<file path="config.mk">
export PLATFORM = sky130hd
export DESIGN_NAME = maple_tx
export DESIGN_NICKNAME = d
export VERILOG_FILES = /design/src/rtl/maple_pkg.sv /design/src/rtl/maple_tick.sv /design/src/rtl/maple_tx.sv
export SDC_FILE = /design/constraint.sdc
export NUM_CORES = 1
export LEC_CHECK = 0
export CAP_MARGIN = 20
export CORE_MARGIN = 8
export CORE_UTILIZATION = 60
export CTS_CLUSTER_SIZE = 10
export DETAILED_ROUTE_END_ITERATION = 7
export PLACE_DENSITY = 0.95
export RECOVER_POWER = 25
export SLEW_MARGIN = 20
export SYNTH_ARGS = -nofsm -noshare
export SYNTH_HDL_FRONTEND = slang
export SYNTH_HIERARCHICAL = 1
export SYNTH_SLANG_ARGS = --single-unit
</file>
<file path="constraint.sdc">
create_clock -name clk -period 4.13 [get_ports clk]
set_input_delay 0.6195 -clock clk [delete_from_list [all_inputs] [get_ports clk]]
set_output_delay 0.6195 -clock clk [all_outputs]
set_load 0.05 [all_outputs]
</file>
<file path="src/rtl/maple_pkg.sv">
// Maple bus transmitter shared definitions.
// State encoding, phase lengths and fixed line patterns.
package maple_pkg;

  typedef enum logic [2:0] {
    IDLE,
    WAIT_DATA,
    PRE,
    START,
    DATA,
    END,
    POST
  } state_e;

  localparam logic [3:0] START_STEPS   = 4'd10;
  localparam logic [3:0] END_STEPS     = 4'd6;
  localparam logic [1:0] STEPS_PER_BIT = 2'd3;

  // {A,B} for START step s: A low, four B pulses, A high
  function automatic logic [1:0] start_ab(input logic [3:0] s);
    logic [1:0] ab;
    ab = {1'b0, ~s[0]};
    if (s == 4'd0) ab = 2'b01;
    if (s == START_STEPS - 4'd1) ab = 2'b11;
    return ab;
  endfunction

  // {A,B} for END step s: B low, two A pulses, B high
  function automatic logic [1:0] end_ab(input logic [3:0] s);
    logic [1:0] ab;
    ab = {~s[0], 1'b0};
    if (s == END_STEPS - 4'd1) ab = 2'b11;
    return ab;
  endfunction

endpackage

</file>
<file path="src/rtl/maple_tick.sv">
// Bus step strobe generator.
// Counter is held at zero whenever stepping is disabled.
module maple_tick
  import maple_pkg::*;
#(
  parameter int TICK_CYCLES = 25
) (
  input  logic clk,
  input  logic rst,
  input  logic en_i,
  output logic tick_o
);

  localparam int W = (TICK_CYCLES > 1) ? $clog2(TICK_CYCLES) : 1;
  localparam logic [W-1:0] LAST = W'(TICK_CYCLES - 1);

  logic [W-1:0] cnt_q;

  assign tick_o = en_i && (cnt_q == LAST);

  always_ff @(posedge clk or negedge rst) begin
    if (!rst) begin
      cnt_q <= '0;
    end else if (!en_i || tick_o) begin
      cnt_q <= '0;
    end else begin
      cnt_q <= cnt_q + W'(1);
    end
  end

endmodule

</file>
<file path="src/rtl/maple_tx.sv">
// Maple bus frame transmitter.
// Pulls payload bytes from a FIFO and drives the A/B bus lines.
module maple_tx
  import maple_pkg::*;
#(
  parameter int TICK_CYCLES = 25
) (
  input  logic       clk,
  input  logic       rst,
  input  logic       start,
  input  logic [7:0] byte_count,
  input  logic [7:0] fifo_data,
  input  logic       fifo_avail,
  input  logic [7:0] fifo_avail_cnt,
  output logic       fifo_strobe,
  output logic       sdcka,
  output logic       sdckb,
  output logic       drive_en,
  output logic       busy,
  output logic       done
);

  state_e     state_q;
  logic [7:0] cnt_q;
  logic [7:0] sh_q;
  logic [3:0] step_q;
  logic [2:0] bit_q;
  logic [1:0] sub_q;
  logic       a_q;
  logic       b_q;
  logic       de_q;
  logic       strobe_q;
  logic       busy_q;
  logic       done_q;
  logic       tick;
  logic       tick_en;
  logic       start_last;
  logic       bit_last;

  assign tick_en = !(state_q == IDLE || state_q == WAIT_DATA);

  maple_tick #(
    .TICK_CYCLES(TICK_CYCLES)
  ) u_tick (
    .clk   (clk),
    .rst   (rst),
    .en_i  (tick_en),
    .tick_o(tick)
  );

  assign start_last = (state_q == START) &&
                      (step_q == START_STEPS - 4'd1);
  assign bit_last   = (state_q == DATA) && (bit_q == 3'd0) &&
                      (sub_q == STEPS_PER_BIT - 2'd1);

  always_ff @(posedge clk or negedge rst) begin
    if (!rst) begin
      state_q  <= IDLE;
      cnt_q    <= '0;
      sh_q     <= '0;
      step_q   <= '0;
      bit_q    <= '0;
      sub_q    <= '0;
      a_q      <= 1'b1;
      b_q      <= 1'b1;
      de_q     <= 1'b0;
      strobe_q <= 1'b0;
      busy_q   <= 1'b0;
      done_q   <= 1'b0;
    end else begin
      strobe_q <= 1'b0;
      done_q   <= 1'b0;
      // byte boundary: either the payload ends or the next head byte loads
      if (tick && (start_last || bit_last)) begin
        if (cnt_q == 8'd0) begin
          state_q      <= END;
          step_q       <= '0;
          {a_q, b_q}   <= end_ab(4'd0);
        end else begin
          state_q  <= DATA;
          sh_q     <= fifo_data;
          bit_q    <= 3'd7;
          sub_q    <= '0;
          b_q      <= fifo_data[7];
          strobe_q <= fifo_avail;
          cnt_q    <= cnt_q - 8'd1;
        end
      end else begin
        unique case (state_q)
          IDLE: begin
            if (start && !done_q) begin
              cnt_q   <= byte_count;
              busy_q  <= 1'b1;
              state_q <= WAIT_DATA;
            end
          end
          WAIT_DATA: begin
            if (fifo_avail_cnt >= cnt_q) begin
              state_q <= PRE;
              de_q    <= 1'b1;
              a_q     <= 1'b1;
              b_q     <= 1'b1;
            end
          end
          PRE: begin
            if (tick) begin
              state_q    <= START;
              step_q     <= '0;
              {a_q, b_q} <= start_ab(4'd0);
            end
          end
          START: begin
            if (tick) begin
              step_q     <= step_q + 4'd1;
              {a_q, b_q} <= start_ab(step_q + 4'd1);
            end
          end
          DATA: begin
            if (tick) begin
              if (sub_q == STEPS_PER_BIT - 2'd1) begin
                // odd positions clock on A, so the next bit's data is on A
                bit_q <= bit_q - 3'd1;
                sub_q <= '0;
                if (bit_q[0]) a_q <= sh_q[bit_q - 3'd1];
                else          b_q <= sh_q[bit_q - 3'd1];
              end else begin
                sub_q <= sub_q + 2'd1;
                if (sub_q == 2'd0) begin
                  if (bit_q[0]) a_q <= 1'b0;
                  else          b_q <= 1'b0;
                end else begin
                  if (bit_q[0]) b_q <= 1'b1;
                  else          a_q <= 1'b1;
                end
              end
            end
          end
          END: begin
            if (tick) begin
              if (step_q == END_STEPS - 4'd1) begin
                state_q <= POST;
                a_q     <= 1'b1;
                b_q     <= 1'b1;
              end else begin
                step_q     <= step_q + 4'd1;
                {a_q, b_q} <= end_ab(step_q + 4'd1);
              end
            end
          end
          POST: begin
            if (tick) begin
              state_q <= IDLE;
              de_q    <= 1'b0;
              done_q  <= 1'b1;
              busy_q  <= 1'b0;
            end
          end
          default: state_q <= IDLE;
        endcase
      end
    end
  end

  assign fifo_strobe = strobe_q;
  assign sdcka       = a_q;
  assign sdckb       = b_q;
  assign drive_en    = de_q;
  assign busy        = busy_q;
  assign done        = done_q;

endmodule

</file>
=== Word level (Yosys, flattened, before mapping) ===
Cells that the tools add are included.

* Register bits: 39
* Input bits: 28
* Output and inout port bits: 6

* Add/sub/neg operators: 5
* $lt $le $gt $ge: 2
* Eq/ne operators: 33
* Muxes and demuxes: 71
* Bitwise logic cells: 3
* Reduce and logical (&&, ||, !) cells: 36

{| class="wikitable"
|+ Operator list
! cell !! count
|-
| two-way mux 3 bit || 12
|-
| two-way mux 1 bit || 34
|-
| two-way mux 8 bit || 4
|-
| two-way mux 4 bit || 6
|-
| case mux 3 bit (6 select lines) || 1
|-
| inequality test 3 bit, second input constant || 5
|-
| two-way mux 2 bit || 7
|-
| nonzero test 2 bit || 7
|-
| case mux 4 bit (3 select lines) || 1
|-
| AND reduction 4 bit || 3
|-
| inequality test 5 x 2 -> 1 bit, second input constant || 2
|-
| case mux 1 bit (5 select lines) || 2
|-
| AND reduction 10 bit || 1
|-
| == test 3 bit, second input constant || 3
|-
| AND reduction 9 bit || 1
|-
| == test 4 x 3 -> 1 bit, second input constant || 2
|-
| == test 4 bit, second input constant || 2
|-
| >= comparator 8 bit || 1
|-
| logical NOT 8 bit || 1
|-
| inequality test 2 x 1 -> 1 bit, second input constant || 4
|-
| inequality test 4 x 3 -> 1 bit, second input constant || 2
|-
| inequality test 4 bit, second input constant || 2
|-
| subtractor 8 x 1 -> 8 bit, second input constant || 1
|-
| AND reduction 7 bit || 1
|-
| other kinds (28) || 45
|}

=== Logic depth before layout (Yosys ltp) ===
* Word-level depth: 8
* Mapped depth: 12

=== Cells and area by module ===
Netlist, hierarchy kept.

{| class="wikitable"
|+ Modules (own cells, without submodules)
! module !! instances !! cells an instance !! area an instance (µm²)
|-
| maple_tx || 1 || 249 || 2323.5
|-
| maple_tick || 1 || 23 || 285.3
|}

=== Worst setup path before layout ===
No wires, ideal clock.

* Path type: flip-flop to flip-flop
* From: register u_tick.cnt_q[0]
* To: register sh_q[1]
* Library setup time: 0.125 ns
* Arrival time: 2.117 ns
* Data required time: 4.005 ns
* Setup slack: 1.888 ns
* Stages on the path, launching flop included: 10
* Path buffers: 1
* Period minus slack after synthesis: 2.242 ns
* Cells stage by stage: dfrtp_1 -> inv_1 -> ha_1 -> and4b_4 -> and2_2 -> inv_1 -> a41o_1 -> nor2_2 -> buf_2 -> mux2_2

* Cells in the longest elaborated chain, start to end: 4

{| class="wikitable"
|+ Ends and longest elaborated chain
! element !! line !! RTL
|-
| start, declared || maple_tick.sv:17 || <nowiki>logic [W-1:0] cnt_q;</nowiki>
|-
| start signal, assigned || maple_tick.sv:27 || <nowiki>cnt_q <= cnt_q + W'(1);</nowiki>
|-
| == test 5 bit || maple_tick.sv:19 || <nowiki>assign tick_o = en_i && (cnt_q == LAST);</nowiki>
|-
| logical AND 1 bit || maple_tick.sv:19 ||
|-
| via tick || maple_tx.sv:35 || <nowiki>logic tick;</nowiki>
|-
| logical AND 1 bit || maple_tx.sv:74 || <nowiki>if (tick && (start_last || bit_last)) begin</nowiki>
|-
| AND reduction 2 bit (no line) || n/a ||
|-
| end signal, assigned || maple_tx.sv:81 || <nowiki>sh_q <= fifo_data;</nowiki>
|-
| end, declared || maple_tx.sv:25 || <nowiki>logic [7:0] sh_q;</nowiki>
|}

The timed path passes the listed nets, and every way through them passes these cells.
A chain may end at the register's enable or synchronous reset.

==> metrics.md <==
| Metric | Value |
|---|---|
| Netlist cell types | between 50 and 60 |
| WHS Path Cells | 1 |
| Die H | just over 80 um |
| RSZ-0062 raised after global routing | false |
| Largest cells by area after synthesis | dfrtp_1, ha_1, mux2_2 |
| WL/cell | between 15 and 20 um |
| FF+latch count, synth | 39 |
| Layout cells sized above 1 | around an eighth |
| Synth area leader | dfrtp_1 |
| H-Tree Depth | 2 |
| Initial antenna violation count | 0 |
| Total track usage | about a fifth |
| Type of origin of the critical path | register |
| F_max | 333 MHz |
| PD cells | 270 mW/mm2 |
| Reg2reg setup slack | around 1.1 ns |
| Fin util | 72.4% |
| CTS Hold Buffers Added | 0 |
| Worst Hold Class | reg2reg |
| CTS Buf Count | 5 |
| Largest net degree at the start of global routing | 40 |
| Maxcap violations | 1 |
| Hold path start | sh_q[3] |
| # IOs | 34 |
| Final WL | 6.43 mm |
| Final setup skew | 0.00660 ns |
| Prevailing post-synth register cell | dfrtp_1 |
| Starting DRT DRC Count | between 200 and 250 |
| Core ar. | around 0.0043 mm2 |
| Required time worst endpoint | approximately 4.3 ns |
| Post_cts resized | 0 |
| Row Count | 24 |
| Clk sinks | 39 |
| Root Buffer | clkbuf_8 |
| Share of the synthesized area in the top cell type | a little over a third |
| Outcome | complete, but fails checks |
| Vias in the first global route | 2,276 |
| Synth Net Count | 319 |
| Peak VDD IR | roughly 0.2 mV |
| Largest fanout on the critical path | 18 |
| Clock Path Buffers | 2 |
| Worst-Margin Slew | roughly 2.1 ns |
| Most common cell in the netlist | dfrtp_1 |
| Synth Instances | ~270 |
| Die width | 81.9 um |
| Post-layout net count | 350 |
| Worst r2r src | state_q[2] |
| Post-CTS Setup Bufs | 0 |
| DP HPWL | roughly 4.6 mm |
| Diodes inserted | 0 |
| Pins Over Slew Limit | 40 |
| Failing checks | max-capacitance violations, max-slew violations |
| Critical Path AT | 3.15 ns |
| Vias | 2,289 |
| CP Capture Type | register |
| Die Area | roughly 0.0067 mm2 |
| Final worst-path cycle share | about 73% |
| Worst r2r dst | cnt_q[2] |
| Setup TNS | 0 ns |
| Mean Syn Cell Area | around 9.6 um2 |
| First drt pass iteration count | 7 |
| Vias per inst | ~6.4 |
| Grt total ovfl | 0 |
| Leakage | 1.41 nW |
| Most common library cells after synthesis | dfrtp_1, inv_1, o21ai_0, ha_1, nand2_1 |
| Yosys warning total | 6 |
| Syn-to-layout area delta | 18.4% |
| # fillers | approximately 310 |
| Hold path endpoint | sh_q[3] |
| Slew headroom | -41.4% |
| Clock Latency Late Sink | 0.30 ns |
| DRC viols | 0 |
| Asr flop ratio synth | 100% |
| # setup viols final | 0 |
| CTS tree | built |
| Syn Std Cell Area | between 0.002 and 0.003 mm2 |
| First-pass GRT wire length | 10.8 mm |
| Worst-path clk slew | around 0.080 ns |
| Final Total Pwr | approximately 830 uW |
| DRT antenna net count | 0 |
| Post-synthesis sequential area ratio | 37.5% |
| Port bufs | 33 |
| Hold Fails Final Rpt | 0 |
| EDFF count, synth | 0 |
| Final worst path period need | 3.00 ns |
| Reg2Reg Depth | 11 |
| Setup CP Type | reg2reg |
| Starting Density | 61.2% |
| Gpl congestion | a little over 0.9 |
## through the flow
stage / hold slack, ns / worst slack, ns / cell area (um2) / std cells
after floorplan: 0.324 / 1.89 / 2610 / 272
after global placement: 0.481 / 1.35 / 2950 / 348
after detailed placement: 0.492 / 1.25 / 2950 / 348
after CTS: 0.466 / 1.16 / 3090 / 356
after global routing: 0.533 / 0.808 / 3090 / 356
final: 0.503 / 1.13 / 3090 / 356
## layout by cell type, fill, tap and decap left out, types with 4 or more instances in the layout
master / netlist / final
nor2_1: 16 / 16
mux2_2: 11 / 11
nor3_1: 9 / 9
o22ai_1: 5 / 5
nand2_1: 17 / 17
clkbuf_8: 0 / 5
nand2b_1: 7 / 7
nand3_1: 7 / 7
a21oi_1: 16 / 16
dfrtp_1: 37 / 37
clkdlybuf4s50_1: 0 / 32
nand4_1: 5 / 5
a31oi_1: 6 / 6
inv_1: 23 / 23
o21ai_0: 21 / 21
and2_1: 4 / 4
ha_1: 19 / 19
nor3b_1: 4 / 4
## final cells by class
| cell class | instances | area (um2) | share of cell area (%) |
|---|---|---|---|
| Timing Repair Buffer | 34 | 332 | 10.7 |
| Clock buffer | 5 | 68.8 | 2.23 |
| Multi-Input combinational cell | 200 | 1490 | 48.3 |
| Sequential cell | 39 | 978 | 31.7 |
| Inverter | 23 | 86.3 | 2.80 |
| Tap cell | 52 | 65.1 | 2.11 |
| Clock inverter | 3 | 67.6 | 2.19 |
## kinds of logic (layout without fill, tap and decap cells)
| logic type | Yosys count | in the layout | synth area share [%] |
|---|---|---|---|
| mux | 14 | 14 | 7.00 |
| simple gates | 90 | 90 | 20.7 |
| flops | 39 | 39 | 37.5 |
| xor+xnor | 5 | 5 | 1.68 |
| compound gates | 72 | 72 | 18.6 |
| fa+ha+maj | 19 | 19 | 9.11 |
| buf+inv | 33 | 65 | 5.37 |
## registers in the layout, indices dropped and copies added (netlist names), 2 cells and up
signal        count
bit_q             3
state_q           3
sub_q             2
cnt_q             8
sh_q              8
step_q            4
u_tick/cnt_q      5
## worst max-delay path, cell delays in order, from the launching register on
cell	delay, ns
dfrtp_1	0.63
inv_1	0.16
ha_1	0.23
inv_1	0.12
and2_2	0.26
inv_1	0.09
a41o_1	0.26
nor2_2	0.28
buf_4	0.25
nor2_1	0.20
o21ai_0	0.24
o21ai_0	0.12
## per-layer routing
metal / up-vias / wire [um] / GRT usage (%)
met4: 0 / 197 / 9.30
met3: 24 / 406 / 4.92
met2: 105 / 3180 / 33.1
li1: 1048 / - / -
met5: - / 0 / 0
met1: 1112 / 2640 / 25.3
## worst max path at each step
stage	start	end
floorplan	u_tick/cnt_q[0]	sh_q[1]
global placement	state_q[2]	cnt_q[1]
detailed placement	state_q[2]	cnt_q[1]
CTS	state_q[2]	cnt_q[2]
global route	state_q[2]	cnt_q[2]
finish	state_q[2]	cnt_q[2]
## power by group
part	internal, mW	leakage [nW]	switching, mW
sequential	0.384	0.496	0.00214
combinational	0.0327	0.845	0.0270
clock	0.241	0.0644	0.146
total	0.658	1.41	0.175
Power figures use the tool's default switching activity.
==> RTL edit 1, RTL diff (same settings) <==
Re-encode `state_e` (7 states) as one-hot, 7 bits wide.
--- a/src/rtl/maple_pkg.sv
+++ b/src/rtl/maple_pkg.sv
@@ -3,12 +3,12 @@
 package maple_pkg;
 
-  typedef enum logic [2:0] {
-    IDLE,
-    WAIT_DATA,
-    PRE,
-    START,
-    DATA,
-    END,
-    POST
+  typedef enum logic [6:0] {
+    IDLE      = 7'b0000001,
+    WAIT_DATA = 7'b0000010,
+    PRE       = 7'b0000100,
+    START     = 7'b0001000,
+    DATA      = 7'b0010000,
+    END       = 7'b0100000,
+    POST      = 7'b1000000
   } state_e;
 
Function: same outputs for any inputs over 10 cycles, from zero or initial values and one cycle with rst low; not proved beyond that.
==> RTL edit 1 against the original RTL <==
  * The run still ends with max-capacitance violations, max-slew violations left
  * Area after synthesis up 15%
  * Hold slack worse by 0.00079 ns
  * Core utilization down 0.37 points
  * First-iteration DRC count up 47%
  * Global-route usage up 1.6 points
  * Sequential cell count up 4
  * Setup slack worse by 0.22 ns
  * Routed wire length up 24%
  * Design area up 12%
  * Cell count up 17%
  * Die area up 12%
Power is not compared: it rests on default switching activity, and its combinational part moved more than twofold at a synthesized area within 25%.
==> RTL edit 1: results (changes against the original RTL) <==
[yosys]
seq_area_frac_synth_pct = 35.87  ; was 37.51%
synth.net_count = 371  ; was 319
synth_area_leaders = dfrtp_1, ha_1, mux2_1, nor2_1, inv_1  ; was dfrtp_1, ha_1, mux2_2, o21ai_0, inv_1
yosysWarningCount = 6  ; unchanged
synth_ff_type = dfrtp_1  ; unchanged
synth_async_sr_flop_share_pct = 100.0  ; unchanged
ys_types = 70  ; was 58
synth_common_cells = dfrtp_1, nor2_1, inv_1  ; was dfrtp_1, inv_1, o21ai_0

[outcome]
violations = max-capacitance violations, max-slew violations  ; unchanged
status = finished with violations  ; unchanged

[sta]
finalMaxSlewViolations = 44  ; was 40
clock_skew_ns = 0.005577  ; was 0.006603 ns
slew_headroom_pct = -54.57  ; was -41.45%

[route]
wire_per_inst_microns = 19.11  ; was 18.06 microns
vias = 2753  ; was 2,289
drt_iter0_drc = 331  ; was 225
drtPass1Iterations = 6  ; was 7

[min_path]
min_to = u_tick/cnt_q[0]  ; was sh_q[3]
hp-start = u_tick/cnt_q[0]  ; was sh_q[3]

[setup_path]
r2r-end = cnt_q[3]  ; was cnt_q[2]
rr_worst_depth = 8  ; was 11
r2r_slack_ns = 0.91  ; was 1.13 ns
cp.arrival_ns = 3.42  ; was 3.15 ns
reg2reg_from = state_q[4]  ; was state_q[2]

[job]
cap_violations = 1  ; unchanged

[clocking]
clk_pin_slew_ns = 0.09
worstSkewPairLatency_ns = 0.30  ; about the same
post_cts_buffers = 0  ; unchanged
cts.repair.resized = 0  ; unchanged

[finish]
nNetsFinal = 394  ; was 350
n_antenna_cell = 0  ; unchanged
layout-drive-gt1-share_pct = 9.402  ; was 13.16%
n_fill_cell = 320  ; was 308
biggestRegsByFlops = cnt_q (8), sh_q (8), state_q (7)  ; was cnt_q (8), sh_q (8), u_tick/cnt_q (5)

[pwr]
p_leak_nw = 1.396

[global_routing]
grt.total_usage_pct = 22.12  ; was 20.49%
grt_max_degree = 44  ; was 40
grt_pass1_wl_microns = 13360  ; was 10,820 microns

[placement]
gp_congestion = 0.9353  ; was 0.9216
hpwl_microns = 5835  ; was 4573 microns

## RTL edit 1: area by class of cell
| cell class | count | area share [%] |
|---|---|---|
| clock inverters | 1 | 0.2177 |
| clock buffers | 7 | 2.794 |
| inverters | 23 | 2.504 |
| flip-flops and latches | 43 | 31.31 |
| multi-input cells | 243 | 51.12 |
| repair buffers | 34 | 9.615 |
| well taps | 67 | 2.431 |
## RTL edit 1: stage by stage
stage	instance area, sq um	setup slack [ns]	std cells	hold WS [ns]	power (mW)
2_1_floorplan	3010	1.636	327	0.3239	1.136
3_3_place_gp	3346	1.266	410	0.4713	1.297
3_5_place_dp	3346	1.093	410	0.4906	1.342
4_1_cts	3450	1.058	418	0.4980	1.643
5_1_grt	3448	0.6184	418	0.5356	1.771
6_report	3448	0.9142	418	0.5026	1.661
## RTL edit 1: report_power, final
group	total, mW	internal, mW	switching, mW
Clock	0.307	0.152	0.155
Sequential	0.649	0.517	0.131
Combinational	0.706	0.291	0.415
## RTL edit 1: cells by family (layout without fill, tap and decap cells)
family                     after synthesis  count (layout)  synth area share (%)
and+or+nand+nor                        122             122                 24.90
adders and majority gates               16              16                 6.650
muxes                                   12              12                 5.237
AOI/OAI and AO/OA                       82              82                 18.58
DFF                                     43              43                 35.87
xor gates and xnor gates                11              11                 3.200
buffers and inverters                   41              65                 5.569
## RTL edit 1: worst max-delay path: stages, from the launching register on
cell and delay, ns:
dfrtp_1 0.72, nor2_1 0.19, nand3_1 0.20, and2_2 0.37, nand3_1 0.11, buf_4 0.22
o21ai_1 0.77, o21ai_0 0.29, a22oi_1 0.26
## RTL edit 1: how the worst max path moves through the flow
stage,start,endpoint,cells past startpoint
floorplan,bit_q[0],state_q[3],9
global placement,state_q[4],cnt_q[2],8
detailed placement,state_q[4],cnt_q[3],8
CTS,state_q[4],cnt_q[3],8
global route,state_q[4],cnt_q[3],8
finish,state_q[4],cnt_q[3],8
## RTL edit 1: layer usage
layer  GRT usage (%)  vias to the layer above  part of all wire (%)
met5               0                        -                     0
met4           9.859                        0                   3.6
met3           5.009                       34                   7.7
met2           38.79                      144                    50
met1           24.89                     1320                    39
li1                -                     1255                     -
==> RTL edit 2, RTL diff (same flow settings) <==
Made on the original files. `TICK_CYCLES` is set to 25 in 2 places; all go to 50.
--- a/src/rtl/maple_tick.sv
+++ b/src/rtl/maple_tick.sv
@@ -4,5 +4,5 @@
   import maple_pkg::*;
 #(
-  parameter int TICK_CYCLES = 25
+  parameter int TICK_CYCLES = 50
 ) (
   input  logic clk,
--- a/src/rtl/maple_tx.sv
+++ b/src/rtl/maple_tx.sv
@@ -4,5 +4,5 @@
   import maple_pkg::*;
 #(
-  parameter int TICK_CYCLES = 25
+  parameter int TICK_CYCLES = 50
 ) (
   input  logic       clk,
Formal check against the unedited RTL: same outputs for any inputs over 10 cycles, from zero or initial values and one cycle with rst low; that may be too few to reach the edited logic, so the function may still have changed.
==> RTL edit 2 against the original RTL <==
  * The run still ends with max-capacitance violations, max-slew violations left
  * Non-clock buffer count unchanged
  * Area after synthesis is 0.24% higher
  * Global-route usage down 1.5 points
  * Die area is 0.18% higher
  * Critical endpoint is now cnt_q[1]
  * Critical path type unchanged
  * Sequential cell count increased by 1
  * Clock skew about the same
  * Fmax fell by 9.0%
  * Power rose by 7.5%
  * Design area rose by 0.93%
  * Routed wire length down 4.9%
  * Setup slack worse by 0.30 ns
==> RTL edit 2: results (changes against the original RTL) <==
[yosys]
synth_common_cells = dfrtp_1, inv_1, nor2_1  ; was dfrtp_1, inv_1, o21ai_0
synth.net_count = 324  ; was 319
yosysWarningCount = 6  ; unchanged
synth_async_sr_flop_share_pct = 100.0  ; unchanged
postSynthCellCount = 277  ; was 272
synth_area_leaders = dfrtp_1, ha_1, mux2_2, o21ai_0, inv_1  ; unchanged
seq_area_frac_synth_pct = 38.37  ; was 37.51%
synth_ff_type = dfrtp_1  ; unchanged

[clocking]
clk_pin_slew_ns = 0.07
htreeDepth = 2  ; unchanged

[route]
detail_route.vias_per_cell = 6.202  ; was 6.430
drt_iter0_drc = 258  ; was 225
drtPass1Iterations = 4  ; was 7
drt_wl_total_microns = 6117  ; was 6431 microns
vias = 2239  ; was 2,289

[pwr]
vdd_ir_drop_max_v = 0.0002310  ; was 0.0001997 V
p_leak_nw = 1.428  ; was 1.406 nW

[outcome]
violations = max-capacitance violations, max-slew violations  ; unchanged
status = finished with violations  ; unchanged

[finish]
n_fill_cell = 306  ; was 308
nNetsFinal = 355  ; was 350
layout-drive-gt1-share_pct = 11.65  ; was 13.16%
biggestRegsByFlops = cnt_q (8), sh_q (8), u_tick/cnt_q (6)  ; was cnt_q (8), sh_q (8), u_tick/cnt_q (5)

[setup_path]
cp.arrival_ns = 3.44  ; was 3.15 ns
crit_fanout = 18  ; unchanged
slowest_delay_ns = 0.68  ; was 0.63 ns
slowest_stage = dfrtp_1  ; unchanged

[sta]
slew_headroom_pct = -37.75  ; was -41.45%
finalMaxSlewViolations = 41  ; was 40
clock_skew_ns = 0.006541  ; was 0.006603 ns

[placement]
io_buffers = 33  ; unchanged
hpwl_microns = 4539  ; was 4573 microns
gp_congestion = 0.9673  ; was 0.9216
dp_cells = 353  ; was 348

[global_routing]
grt_pass1_wl_microns = 10140  ; was 10,820 microns
grt_max_degree = 41  ; was 40
grt.total_usage_pct = 18.94  ; was 20.49%
antenna_found_initial = 0  ; unchanged

[job]
cap_violations = 1  ; unchanged

==> RTL edit 2: cell count changes in the layout (fill, tap and decap cells not counted), moves of 2 or more <==
cell     change
xor2_1       +2
and4_2       -2
nor3b_1      -2
nor2_1       +5
a21oi_1      -2
==> RTL edit 2: final timing paths <==
| check | cells after the start | slack, ns | start | endpoint |
|---|---|---|---|---|
| hold / removal | 1 | 0.50 | sh_q[5] | sh_q[5] |
| min in group asynchronous | 1 | 0.91 | rst | sh_q[2] |
| max in group asynchronous | 1 | 2.04 | rst | step_q[0] |
| setup / recovery | 12 | 0.83 | state_q[2] | cnt_q[1] |
| setup reg to reg | 12 | 0.83 | state_q[2] | cnt_q[1] |
| hold reg to reg | 1 | 0.50 | sh_q[5] | sh_q[5] |
==> RTL edit 2: metal layers <==
| metal | up-vias | wire [microns] | track usage (%) |
|---|---|---|---|
| li1 | 1059 | - | - |
| met1 | 1064 | 2514 | 23.14 |
| met2 | 101 | 2945 | 31.49 |
| met3 | 15 | 522 | 4.267 |
| met4 | 0 | 133 | 7.895 |
| met5 | - | 0 | 0 |
==> RTL edit 2: cell type report <==
class / count / share of cell area (%)
Inverter: 24 / 2.890
Tap cell: 52 / 2.088
Sequential cell: 40 / 32.20
Timing Repair Buffer: 34 / 10.64
Clock inverter: 3 / 2.890
Multi-Input combinational cell: 203 / 47.09
Clock buffer: 5 / 2.208
==> RTL edit 2: cells by family (layout without fill, tap and decap cells) <==
kind of cell,count (synthesis),count (layout),share of synthesized area (%)
XOR/XNOR,7,7,2.345
buffers and inverters,34,66,5.502
AO/OA/AOI/OAI,71,71,18.52
multiplexers,14,14,6.986
flip-flops,40,40,38.37
AND/OR/NAND/NOR,92,92,19.19
adder cells (fa/ha/maj),19,19,9.091
==> RTL edit 2: through the flow <==
step                power (mW)  cell area (sq um)  util, %  worst slack, ns  hold WS, ns
floorplan               0.4236               2615        -            1.468       0.3239
global placement        0.4609               2959    69.40            1.140       0.4825
detailed placement      0.4629               2959    69.40           0.9619       0.4902
finish                  0.8956               3117    73.09           0.8326       0.5044
global route            0.9190               3117    73.09           0.5618       0.5127
CTS                     0.8982               3118    73.12           0.9179       0.4623
==> RTL edit 2: power by group <==
part / internal (mW) / leakage, nW / switching, mW
logic: 0.0325 / 0.840 / 0.0262
registers: 0.394 / 0.510 / 0.00197
clock network: 0.302 / 0.0784 / 0.139
